==> config.mk <==
export PLATFORM = sky130hd
export DESIGN_NAME = sar_busca_flat
export DESIGN_NICKNAME = d
export VERILOG_FILES = /design/src/rtl/sar_busca_if.sv /design/src/rtl/sar_busca.sv /design/src/flat_wrapper.sv
export SDC_FILE = /design/constraint.sdc
export NUM_CORES = 1
export LEC_CHECK = 0
export BUFFER_PORTS_ARGS = -buffer_cell sky130_fd_sc_hd__buf_2
export CAP_MARGIN = 20
export CORE_UTILIZATION = 50
export DETAILED_ROUTE_END_ITERATION = 10
export PLACE_DENSITY = 0.73
export SYNTH_ARGS = -nofsm -noshare
export SYNTH_HDL_FRONTEND = slang
export SYNTH_SLANG_ARGS = --single-unit
==> constraint.sdc <==
create_clock -name clk -period 2.25 [get_ports clk]
set_clock_uncertainty 0.2 [all_clocks]
set_input_delay 0.1125 -clock clk [delete_from_list [all_inputs] [get_ports clk]]
set_output_delay 0.1125 -clock clk [all_outputs]
set_load 0.05 [all_outputs]
==> src/rtl/sar_busca_if.sv <==
// sar_busca_if: handshake and comparator bus between a SAR searcher and its requester/comparator.
//   start  : request a new search
//   cand   : candidate presented to comparator input B
//   gt/lt/eq : comparator verdict of target versus cand
//   result : search result, done : one-cycle result strobe
//   busy   : search in progress, err : sticky illegal-comparator-code flag
interface sar_busca_if #(parameter int LARGURA = 4);
    logic               start;
    logic [LARGURA-1:0] cand;
    logic               gt;
    logic               lt;
    logic               eq;
    logic [LARGURA-1:0] result;
    logic               done;
    logic               busy;
    logic               err;
    modport slave (input start, gt, lt, eq, output cand, result, done, busy, err);
    modport master (output start, gt, lt, eq, input cand, result, done, busy, err);
endinterface

==> src/rtl/sar_busca.sv <==
// sar_busca: successive-approximation search of a target through an external comparator.
//   clk : clock, rst : synchronous active-high reset
//   bus : sar_busca_if slave (start/gt/lt/eq in; cand/result/done/busy/err out)
module sar_busca #(parameter int LARGURA = 4) (
    input logic         clk,
    input logic         rst,
    sar_busca_if.slave  bus
);
    localparam int IW = LARGURA > 1 ? $clog2(LARGURA) : 1;
    typedef enum logic [1:0] {IDLE, TEST, FIM} estado_t;
    estado_t            estado_q;
    logic [IW-1:0]      idx_q;
    logic [LARGURA-1:0] cand_q;
    logic [LARGURA-1:0] result_q;
    logic               done_q;
    logic               busy_q;
    logic               err_q;
    logic               legal;
    assign legal = {bus.gt, bus.lt, bus.eq} inside {3'b100, 3'b010, 3'b001};
    assign bus.cand   = cand_q;
    assign bus.result = result_q;
    assign bus.done   = done_q;
    assign bus.busy   = busy_q;
    assign bus.err    = err_q;
    always_ff @(posedge clk) begin
        if (rst) begin
            estado_q <= IDLE;
            idx_q    <= IW'(LARGURA-1);
            cand_q   <= '0;
            result_q <= '0;
            done_q   <= 1'b0;
            busy_q   <= 1'b0;
            err_q    <= 1'b0;
        end else begin
            case (estado_q)
                IDLE: begin
                    done_q <= 1'b0;
                    busy_q <= 1'b0;
                    cand_q <= '0;
                    if (bus.start) begin
                        estado_q <= TEST;
                        busy_q   <= 1'b1;
                        idx_q    <= IW'(LARGURA-1);
                        cand_q   <= LARGURA'(1) << (LARGURA-1);
                        err_q    <= 1'b0;
                        result_q <= '0;
                    end
                end
                TEST: begin
                    // Every exit from TEST lands in FIM with the strobe already raised,
                    // so done coincides with the FIM cycle.
                    if (!legal || bus.eq || idx_q == '0) begin
                        estado_q <= FIM;
                        busy_q   <= 1'b0;
                        done_q   <= 1'b1;
                        cand_q   <= '0;
                        err_q    <= err_q | !legal;
                        result_q <= !legal ? '0 :
                                    bus.eq ? cand_q :
                                    bus.lt ? (cand_q & ~LARGURA'(1)) : cand_q;
                    end else begin
                        if (bus.lt) cand_q[idx_q] <= 1'b0;
                        cand_q[idx_q - IW'(1)] <= 1'b1;
                        idx_q <= idx_q - IW'(1);
                    end
                end
                FIM: begin
                    estado_q <= IDLE;
                    done_q   <= 1'b0;
                    busy_q   <= 1'b0;
                    cand_q   <= '0;
                    idx_q    <= IW'(LARGURA-1);
                end
                default: estado_q <= IDLE;
            endcase
        end
    end
endmodule
==> src/flat_wrapper.sv <==
// flat-port wrapper written by rule: the top's interface ports become plain ports
module sar_busca_flat 
#(parameter int LARGURA = 4)
  (clk, rst, bus_start, bus_gt, bus_lt, bus_eq, bus_cand, bus_result, bus_done, bus_busy, bus_err);
  sar_busca_if #(.LARGURA(LARGURA)) bus_i ();
  input logic clk;
  input logic rst;
  input wire logic [$bits(bus_i.start)-1:0] bus_start;
  input wire logic [$bits(bus_i.gt)-1:0] bus_gt;
  input wire logic [$bits(bus_i.lt)-1:0] bus_lt;
  input wire logic [$bits(bus_i.eq)-1:0] bus_eq;
  output wire logic [$bits(bus_i.cand)-1:0] bus_cand;
  output wire logic [$bits(bus_i.result)-1:0] bus_result;
  output wire logic [$bits(bus_i.done)-1:0] bus_done;
  output wire logic [$bits(bus_i.busy)-1:0] bus_busy;
  output wire logic [$bits(bus_i.err)-1:0] bus_err;
  assign bus_i.start = bus_start;
  assign bus_i.gt = bus_gt;
  assign bus_i.lt = bus_lt;
  assign bus_i.eq = bus_eq;
  assign bus_cand = bus_i.cand;
  assign bus_result = bus_i.result;
  assign bus_done = bus_i.done;
  assign bus_busy = bus_i.busy;
  assign bus_err = bus_i.err;
  sar_busca #(.LARGURA(LARGURA)) u_core (.clk(clk), .rst(rst), .bus(bus_i));
endmodule
* Yosys cells after proc, flatten, opt, wreduce, memory -nomap -nowiden
Cells that the tools add are included.
Widths: inputs -> output; s select.
** Word-level totals
- Input port bits :: 6
- Register bits after elaboration :: 15
- Logic and storage cells :: 72
- Output and inout port bits :: 11
** Cells by class
- Add/subtract/negate cells :: 1
- Order comparisons :: 4
- Equal/unequal tests :: 8
- Bitwise logic cells :: 4
- Muxes and demuxes :: 31
- Reductions and logical operators :: 17
** Operators by type and width (number)
- $mux 4 :: 9
- $pmux 4 s3 :: 1
- $mux 1 :: 9
- $mux 2 :: 4
- $pmux 4 s2 :: 1
- $lt 2x3->1 const B :: 2
- $pmux 2 s3 :: 1
- $reduce_and 2->1 :: 3
- $reduce_and 3->1 :: 2
- $reduce_bool 3->1 :: 2
- $and 4x4->4 :: 1
- $demux 1 s2 :: 2
- $ge 2x1->1 const B :: 2
- $logic_not 2->1 :: 2
- $ne 2x2->1 const B :: 2
- $not 4->4 :: 1
- $or 4x4->4 :: 1
- $pmux 1 s2 :: 2
- $pmux 2 s2 :: 1
- $reduce_bool 2->1 :: 2
- $eq 3x1->1 const B :: 1
- $eq 3x2->1 const B :: 1
- $eq 3x3->1 const B :: 1
- $pmux 1 s3 :: 1
- other kinds (9) :: 11

* Logic depth before layout (Yosys ltp)
Gate-level depths: netlist of the first run.
- Depth after elaboration :: 13
- Depth in mapped cells :: 7
- Depth with buffers taken out :: 6

* Worst setup path before layout of the first run
No wires, ideal clock.
- Kind :: register to register
- Start point :: register u_core.estado_q[1]
- End point :: register u_core.result_q[0] (netlist: u_core.bus.result[0])
- Path buffers :: 1
- Arrival time :: 1.437 ns
- Period minus slack after synthesis :: 1.699 ns
- Required time :: 1.988 ns
- Library setup time :: 0.062 ns
- Cell stages (with the launch flop) :: 8
- Path slack :: 0.551 ns
- Cell sequence :: dfxtp_1 -> inv_1 -> ha_1 -> buf_2 -> nor3b_2 -> nand2_1 -> a21oi_1 -> a32o_1
** Between the ends
- Longest elaborated chain between the ends :: 3
- Elaborated cells between the ends (all ways) :: 7
- Classes of those cells :: eq/ne (3); mux (1); reduce/logical (3)
** RTL lines
- from (decl) :: line sar_busca.sv:11 : estado_t estado_q;
- from (signal assigned) :: line sar_busca.sv:27 : estado_q <= IDLE;
- from (signal assigned) :: line sar_busca.sv:41 : estado_q <= TEST;
- from (signal assigned) :: line sar_busca.sv:53 : estado_q <= FIM;
- $eq 2x1->1 / $logic_not 2->1 (equally long branches) :: line sar_busca.sv:35 : case (estado_q)
- $ne 2x1->1 (no line), or another cell as far along
- $reduce_and 3->1 (no line)
- to (signal assigned) :: line sar_busca.sv:58 : result_q <= !legal ? '0 :
- to (decl) :: line sar_busca.sv:14 : logic [LARGURA-1:0] result_q;
Parallel ways exist; a longest one is shown, timed or not.
A chain may end at the register's enable or synchronous reset.

* Worst setup path after layout of the first run
- Start point :: register u_core.estado_q[1]
- End point :: register u_core.result_q[3] (netlist: u_core.bus.result[3])
Same word-level chain as after synthesis.

==> run summary, run 1 <==
Status -> finished with violations
Violated checks -> DRC
Worst EP required -> 2.29 ns
Die Y -> 43.8 um
ANT cells -> 0
Number of H-tree levels -> 1
Initial cell density of the core -> 55.4%
CP Class -> reg2reg
Post-cts hold buffer count -> 2
Fin. Hold Viols -> 0
# rows -> 14
Most common cell after layout, fill and taps aside -> buf_2
YS warnings -> 0
Root Buffer -> clkbuf_4
First-pass GRT wire length -> 2990 um
Total GRT Usage -> 21.2%
Synth Cell Area -> 873 um2
CTS tree -> yes
Grt ovf -> 0
Die Area -> 0.00192 mm2
IO Pins -> 17
Maximum clock path buffer count -> 2
Routed vias/inst -> 5.77
Synth Net Count -> 116
Routability cong. -> 0.801
Final setup vio count -> 0
Fillers -> 141
Vias in the first global route -> 706
Worst rel slew slack -> 76.1%
Crit end category -> flop
Crit start category -> flop
Initial antenna violation count -> 0
Final setup TNS -> 0 ns
Maxcap violations -> 0
Maximum VDD drop -> 0.428 mV
Via total after detailed routing -> 785
Final Routed Wirelength -> 1840 um
R2R cell count -> 6
Yosys cell types -> 32
DRT antenna net count -> 0
Highest-count cells in the layout ignoring fill and taps -> buf_2, dfxtp_1, nor2_1
Sequential-to-total area share from yosys stat -> 34.4%
CTS Buf Count -> 3
Yosys reg bits -> 15
P per Cell Area -> 589 mW/mm2
Ratio of cells with drive above 1 in the final layout -> 20.0%
Post_cts resized -> 0
DR pass1 iterations -> 9
Core area -> 0.00158 mm2
Worst-path clk slew -> 0.09 ns
Port Buf Inserts -> 16
Iter 0 DRT Violations -> 16
Largest net degree at the start of global routing -> 13
Slew Limit Fails -> 0
Skew-Pair Late Insertion Delay -> 0.28 ns
Minimum clock period after layout -> 2.05 ns
Worst-Margin Slew -> 0.359 ns
Worst EP arrival -> 2.09 ns
Leakage power -> 0.452 nW
Post-CTS setup buffer count -> 0
Largest cells by area after synthesis -> dfxtp_1, ha_1, nor2_1
Hold WC Path Type -> in2reg
Area growth from synthesis to layout -> 14.9%
Syn avg cell area -> 8.56 um2
Fin crit share -> 91.3%
Post-Syn Instances -> 102
Synth area leader -> dfxtp_1
WHS -> 0.0256 ns
Max FO, Critical Path -> 10
DIE WIDTH -> 43.8 um
DPL Wire Length -> 1380 um
Drt wl/cell -> 13.6 um
Achievable frequency -> 487 MHz
Share of the synthesized area in the top cell type -> 34.4%
Final Util -> 63.7%
RSZ-0062 raised after global routing -> no
Sink Count -> 15
Hold Crit Depth -> 4
Fin nets -> 135
DRC Markers -> 2
## final cells by class
cell class                 instances  area, um2  area share, %
multi-input combinational         77        531           52.9
tap                               16       20.0           2.00
clock buffer                       4       26.3           2.62
sequential                        15        300           29.9
inverter                           5       18.8           1.87
timing repair buffer              19        108           10.7
## cells by family after synthesis
logic type | after synthesis | share of synthesized area [%]
AND/OR/NAND/NOR | 39 | 23.8
AO/OA/AOI/OAI | 25 | 19.2
flip-flops | 15 | 34.4
buffers and inverters | 10 | 4.87
adder cells (fa/ha/maj) | 8 | 11.5
multiplexers | 3 | 3.44
XOR/XNOR | 2 | 2.87
## Yosys cell counts (all sizes together)
cell type  count
o21ai          2
nor2          13
dfxtp         15
inv            5
or2            1
and2b          1
a211oi         1
a32o           4
nand2b         1
xor2           1
a21o           2
nor4           1
nand4          3
nor3           2
nor4b          1
clkbuf         3
o21a           2
buf            2
nor2b          6
mux2i          3
nand2          6
nor3b          2
and2           1
a21boi         1
a21oi          9
a31oi          3
xnor2          1
o2bb2ai        1
ha             8
or3            1
## path summary, 6_finish.rpt
path / to / startpoint / slack, ns
worst min-delay path: u_core.bus.err$_SDFFE_PP0P_ / bus_gt / 0.03
worst min register to register: u_core.bus.err$_SDFFE_PP0P_ / u_core.bus.err$_SDFFE_PP0P_ / 0.27
worst max-delay path: u_core.bus.result[3]$_SDFFE_PP0P_ / u_core.estado_q[1]$_SDFFE_PP0P_ / 0.20
worst max register to register: u_core.bus.result[3]$_SDFFE_PP0P_ / u_core.estado_q[1]$_SDFFE_PP0P_ / 0.20
## sequential cells by signal (all words and copies together), names as in the netlist
name and flops:
u_core.bus.busy 1, u_core.bus.done 1, u_core.bus.result 4, u_core.idx_q 2, u_core.estado_q 2, u_core.bus.cand 4
u_core.bus.err 1
## report_power, final
group	leakage (nW)	switching, mW	internal (mW)	total (mW)
Sequential	0.122	0.00923	0.277	0.286
Combinational	0.315	0.0972	0.0527	0.150
Clock	0.0150	0.0866	0.0690	0.156
## critical path, stage by stage, from the launching register on
cell and delay (ns):
dfxtp_1 0.33, inv_1 0.10, ha_1 0.36, nor3b_2 0.39, nand2_1 0.12, a21oi_1 0.33, a32o_1 0.18
## layer usage
| metal | vias to the layer above | wire length [um] | GRT usage (%) |
|---|---|---|---|
| met4 | 0 | 16 | 5.63 |
| met2 | 22 | 864 | 34.9 |
| met1 | 365 | 872 | 26.1 |
| met5 | - | 0 | 0 |
| met3 | 4 | 90 | 7.50 |
| li1 | 394 | - | - |
## through the flow
stage | power (mW) | instance area [um2] | cells | setup slack (ns)
after floorplan | 0.401 | 873 | 102 | 0.551
after global placement | 0.434 | 957 | 130 | 0.355
after detailed placement | 0.437 | 957 | 130 | 0.254
after CTS | 0.598 | 1000 | 136 | 0.237
after global routing | 0.627 | 1000 | 136 | 0.0355
final | 0.591 | 1000 | 136 | 0.196
No activity file was read; power rests on OpenSTA's default activity.
==> inputs of run 2 (changes only) <==
CORE_UTILIZATION = 52   (was 50)
PLACE_DENSITY = 0.76   (was 0.73)
SETUP_SLACK_MARGIN = 0.02   (was not set)
==> run summary, run 2 (synthesized netlist as in run 1, its figures left out) <==
Status -> finished, final reports clean
Port Buf Inserts -> 16
Minimum clock period after layout -> 2.00 ns
Worst EP arrival -> 2.04 ns
CTS tree -> yes
Routed vias/inst -> 5.82
Via total after detailed routing -> 791
Leakage power -> 0.454 nW
Number of H-tree levels -> 1
Post-cts hold buffer count -> 2
First-pass GRT wire length -> 2800 um
Die Area -> 0.00185 mm2
P per Cell Area -> 589 mW/mm2
CTS Buf Count -> 3
Achievable frequency -> 500 MHz
Crit start category -> flop
Maximum clock path buffer count -> 2
Initial cell density of the core -> 56.7%
# rows -> 14
Skew-Pair Late Insertion Delay -> 0.29 ns
Final setup vio count -> 0
Largest net degree at the start of global routing -> 13
DR WL met2 -> 790 um
Hold WC Path Type -> in2reg
RSZ-0062 raised after global routing -> no
ANT cells -> 0
Worst rel slew slack -> 70.8%
Root Buffer -> clkbuf_4
Crit end category -> flop
Setup WS post-layout -> 0.251 ns
IO Pins -> 17
DR pass1 iterations -> 4
Fin crit share -> 88.8%
Sink Count -> 15
Final setup TNS -> 0 ns
Metal-1 WL -> 869 um
DR top layer -> met4
Worst-path clk slew -> 0.09 ns
CP Class -> reg2reg
Fin nets -> 135
Post-CTS setup buffer count -> 0
Area growth from synthesis to layout -> 15.0%
Iter 0 DRT Violations -> 26
Core area -> 0.00154 mm2
DRC Markers -> 0
Routability cong. -> 0.793
Total GRT Usage -> 19.7%
Worst EP required -> 2.29 ns
DRT antenna net count -> 0
Ratio of cells with drive above 1 in the final layout -> 20.8%
Maxcap violations -> 0
Fin. Hold Viols -> 0
Most common cell after layout, fill and taps aside -> buf_2
Grt ovf -> 0
Max FO, Critical Path -> 10
Vias in the first global route -> 681
Met3 wire len -> 55 um
Setup WS pre-CTS -> 0.292 ns
Fillers -> 138
Worst-Margin Slew -> 0.437 ns
Drt wl/cell -> 12.7 um
Maximum VDD drop -> 0.416 mV
Post_cts resized -> 0
Initial antenna violation count -> 0
DIE WIDTH -> 43.0 um
Highest-count cells in the layout ignoring fill and taps -> buf_2, dfxtp_1, nor2_1
Die Y -> 43.0 um
Slew Limit Fails -> 0
Final Routed Wirelength -> 1730 um
DPL Wire Length -> 1310 um
run 2: through the flow:
step / power, mW / cell area (um2) / cells / hold WS, ns / util (%)
6_report: 0.592 / 1000 / 136 / 0.0202 / 65.2
5_1_grt: 0.621 / 1000 / 136 / 0.0747 / 65.2
4_1_cts: 0.594 / 1000 / 136 / 0.0195 / 65.2
3_5_place_dp: 0.435 / 957 / 130 / 0.244 / 62.1
3_3_place_gp: 0.434 / 957 / 130 / 0.233 / 62.1
2_1_floorplan: 0.401 / 873 / 102 / 0.102 / -
run 2: final timing paths:
check | from | endpoint | slack, ns | cells past startpoint
min reg2reg | u_core.bus.result[0]$_SDFFE_PP0P_ | u_core.bus.result[0]$_SDFFE_PP0P_ | 0.28 | 1
max | u_core.estado_q[1]$_SDFFE_PP0P_ | u_core.bus.result[3]$_SDFFE_PP0P_ | 0.25 | 6
min | bus_gt | u_core.bus.err$_SDFFE_PP0P_ | 0.02 | 4
max reg2reg | u_core.estado_q[1]$_SDFFE_PP0P_ | u_core.bus.result[3]$_SDFFE_PP0P_ | 0.25 | 6
run 2: per-layer routing:
| layer | track usage [%] | up-vias |
|---|---|---|
| met4 | 7.27 | 0 |
| met2 | 31.5 | 14 |
| met1 | 27.1 | 382 |
| met3 | 2.55 | 2 |
| li1 | - | 393 |
| met5 | 0 | - |
run 2: report_power, final:
group / switching (mW) / internal, mW / total (mW)
registers: 0.00894 / 0.277 / 0.286
clock network: 0.0923 / 0.0662 / 0.158
logic: 0.0957 / 0.0525 / 0.148
run 2: cell type report:
cell class | count | area, um2 | area share (%)
flip-flops and latches | 15 | 300 | 29.9
clock buffers | 3 | 22.5 | 2.24
multi-input cells | 77 | 531 | 52.8
clock inverters | 1 | 5.00 | 0.498
well taps | 16 | 20.0 | 1.99
inverters | 5 | 18.8 | 1.87
repair buffers | 19 | 108 | 10.7
run 2: critical path, cell delays in order (launching register included):
cell,delay [ns]
dfxtp_1,0.34
inv_1,0.11
ha_1,0.35
nor3b_2,0.35
nand2_1,0.12
a21oi_1,0.32
a32o_1,0.17
==> inputs of run 3 (changes only) <==
--- a/config.mk
+++ b/config.mk
@@ -11,4 +11,5 @@
 export DETAILED_ROUTE_END_ITERATION = 10
 export PLACE_DENSITY = 0.76
+export RECOVER_POWER = 50
 export SETUP_SLACK_MARGIN = 0.02
 export SYNTH_ARGS = -nofsm -noshare
==> constraint.sdc (replaced) <==
create_clock -name clk -period 2.25 [get_ports clk]
set_clock_uncertainty 0.2 [all_clocks]
set_input_delay 0.5625 -clock clk [delete_from_list [all_inputs] [get_ports clk]]
set_output_delay 0.5625 -clock clk [all_outputs]
set_load 0.1 [all_outputs]
==> run summary, run 3 (synthesized netlist as in run 1, its figures left out) <==
Status -> finished, final reports clean
Post_cts resized -> 0
Crit end category -> flop
Initial antenna violation count -> 0
Die Area -> 0.00185 mm2
Number of H-tree levels -> 1
Fin nets -> 134
Worst-Margin Slew -> 0.545 ns
Root Buffer -> clkbuf_4
Leakage power -> 0.439 nW
# rows -> 14
First-pass GRT wire length -> 2880 um
RSZ-0062 raised after global routing -> no
Achievable frequency -> 514 MHz
Worst EP arrival -> 1.97 ns
DRC Markers -> 0
Most common cell after layout, fill and taps aside -> dfxtp_1
Largest net degree at the start of global routing -> 13
Core area -> 0.00154 mm2
Sink Count -> 15
Slew Limit Fails -> 0
CP Class -> reg2reg
Final Routed Wirelength -> 1680 um
Minimum clock period after layout -> 1.94 ns
Fin crit share -> 86.4%
DPL Wire Length -> 1310 um
Worst-path clk slew -> 0.09 ns
Total GRT Usage -> 20.7%
Grt ovf -> 0
Routed vias/inst -> 5.78
PnR Total Power -> 0.606 mW
Final setup TNS -> 0 ns
Die Y -> 43.0 um
Worst EP required -> 2.27 ns
Initial cell density of the core -> 56.7%
Max FO, Critical Path -> 5
DIE WIDTH -> 43.0 um
Via total after detailed routing -> 780
Drt wl/cell -> 12.4 um
ANT cells -> 0
P per Cell Area -> 613 mW/mm2
Ratio of cells with drive above 1 in the final layout -> 20.2%
Hold WC Path Type -> reg2reg
CTS Buf Count -> 3
Final Util -> 64.1%
Final setup vio count -> 0
CTS tree -> yes
Routability cong. -> 0.794
Worst rel slew slack -> 63.8%
Maxcap violations -> 0
Crit start category -> flop
Highest-count cells in the layout ignoring fill and taps -> dfxtp_1, nor2_1, a21oi_1
DR pass1 iterations -> 4
Iter 0 DRT Violations -> 18
Post-CTS setup buffer count -> 0
Post-cts hold buffer count -> 0
IO Pins -> 17
Maximum VDD drop -> 0.450 mV
DRT antenna net count -> 0
Area growth from synthesis to layout -> 13.2%
Vias in the first global route -> 671
Maximum clock path buffer count -> 2
Port Buf Inserts -> 16
Cell area after layout -> 988 um2
Placed cell area -> 965 um2
Fin. Hold Viols -> 0
Skew-Pair Late Insertion Delay -> 0.28 ns
==> run 3: cell types whose count changed in the layout (fill, tap and decap cells not counted) <==
cell           before  now
and2_0              0    1
clkinv_2            1    0
and2_4              1    0
buf_2              16    8
clkbuf_1            0    1
dlygate4sd3_1       2    0
buf_4               1    2
clkbuf_2            0    8
==> run 3: path summary, 6_finish.rpt <==
check | start | end | slack, ns | cells after the start
worst max register to register | u_core.idx_q[0]$_SDFFE_PP1P_ | u_core.bus.result[2]$_SDFFE_PP0P_ | 0.31 | 6
worst max-delay path | u_core.idx_q[0]$_SDFFE_PP1P_ | u_core.bus.result[2]$_SDFFE_PP0P_ | 0.31 | 6
worst min register to register | u_core.bus.result[0]$_SDFFE_PP0P_ | u_core.bus.result[0]$_SDFFE_PP0P_ | 0.27 | 1
worst min-delay path | u_core.bus.result[0]$_SDFFE_PP0P_ | u_core.bus.result[0]$_SDFFE_PP0P_ | 0.27 | 1
==> run 3: power breakdown <==
group / internal (mW) / switching (mW) / total, mW / leakage, nW
clock network: 0.0687 / 0.0816 / 0.150 / 0.0150
logic: 0.0506 / 0.118 / 0.169 / 0.302
registers: 0.277 / 0.00977 / 0.286 / 0.122
total: 0.396 / 0.210 / 0.606 / 0.439
==> run 3: worst max-delay path: stages, from the launching register on <==
cell,delay [ns]
dfxtp_1,0.39
inv_1,0.11
ha_1,0.25
nor3b_2,0.30
nand2_1,0.12
a21oi_1,0.34
a32o_1,0.17
==> run 3: per-stage QoR <==
stage | setup slack (ns) | instances | hold WS (ns)
floorplan | 0.400 | 102 | 0.313
global placement | 0.316 | 131 | 0.247
detailed placement | 0.271 | 131 | 0.251
CTS | 0.320 | 135 | 0.272
global route | 0.181 | 135 | 0.287
finish | 0.306 | 135 | 0.270
==> run 3: layout make-up <==
type / instances / area [um2]
inverter: 5 / 18.8
timing repair buffer: 18 / 95.1
fill: 141 / 553
sequential: 15 / 300
multi-input combinational: 77 / 528
tap: 16 / 20.0
clock buffer: 4 / 26.3
==> run 3: routing by layer <==
metal  track usage, %  part of all wire [%]  vias to the layer above
met3             3.83                   4.5                        2
met1             29.2                    48                      365
met4             7.27                   1.1                        0
li1                 -                     -                      394
met2             31.5                    46                       19
met5                0                     0                        -
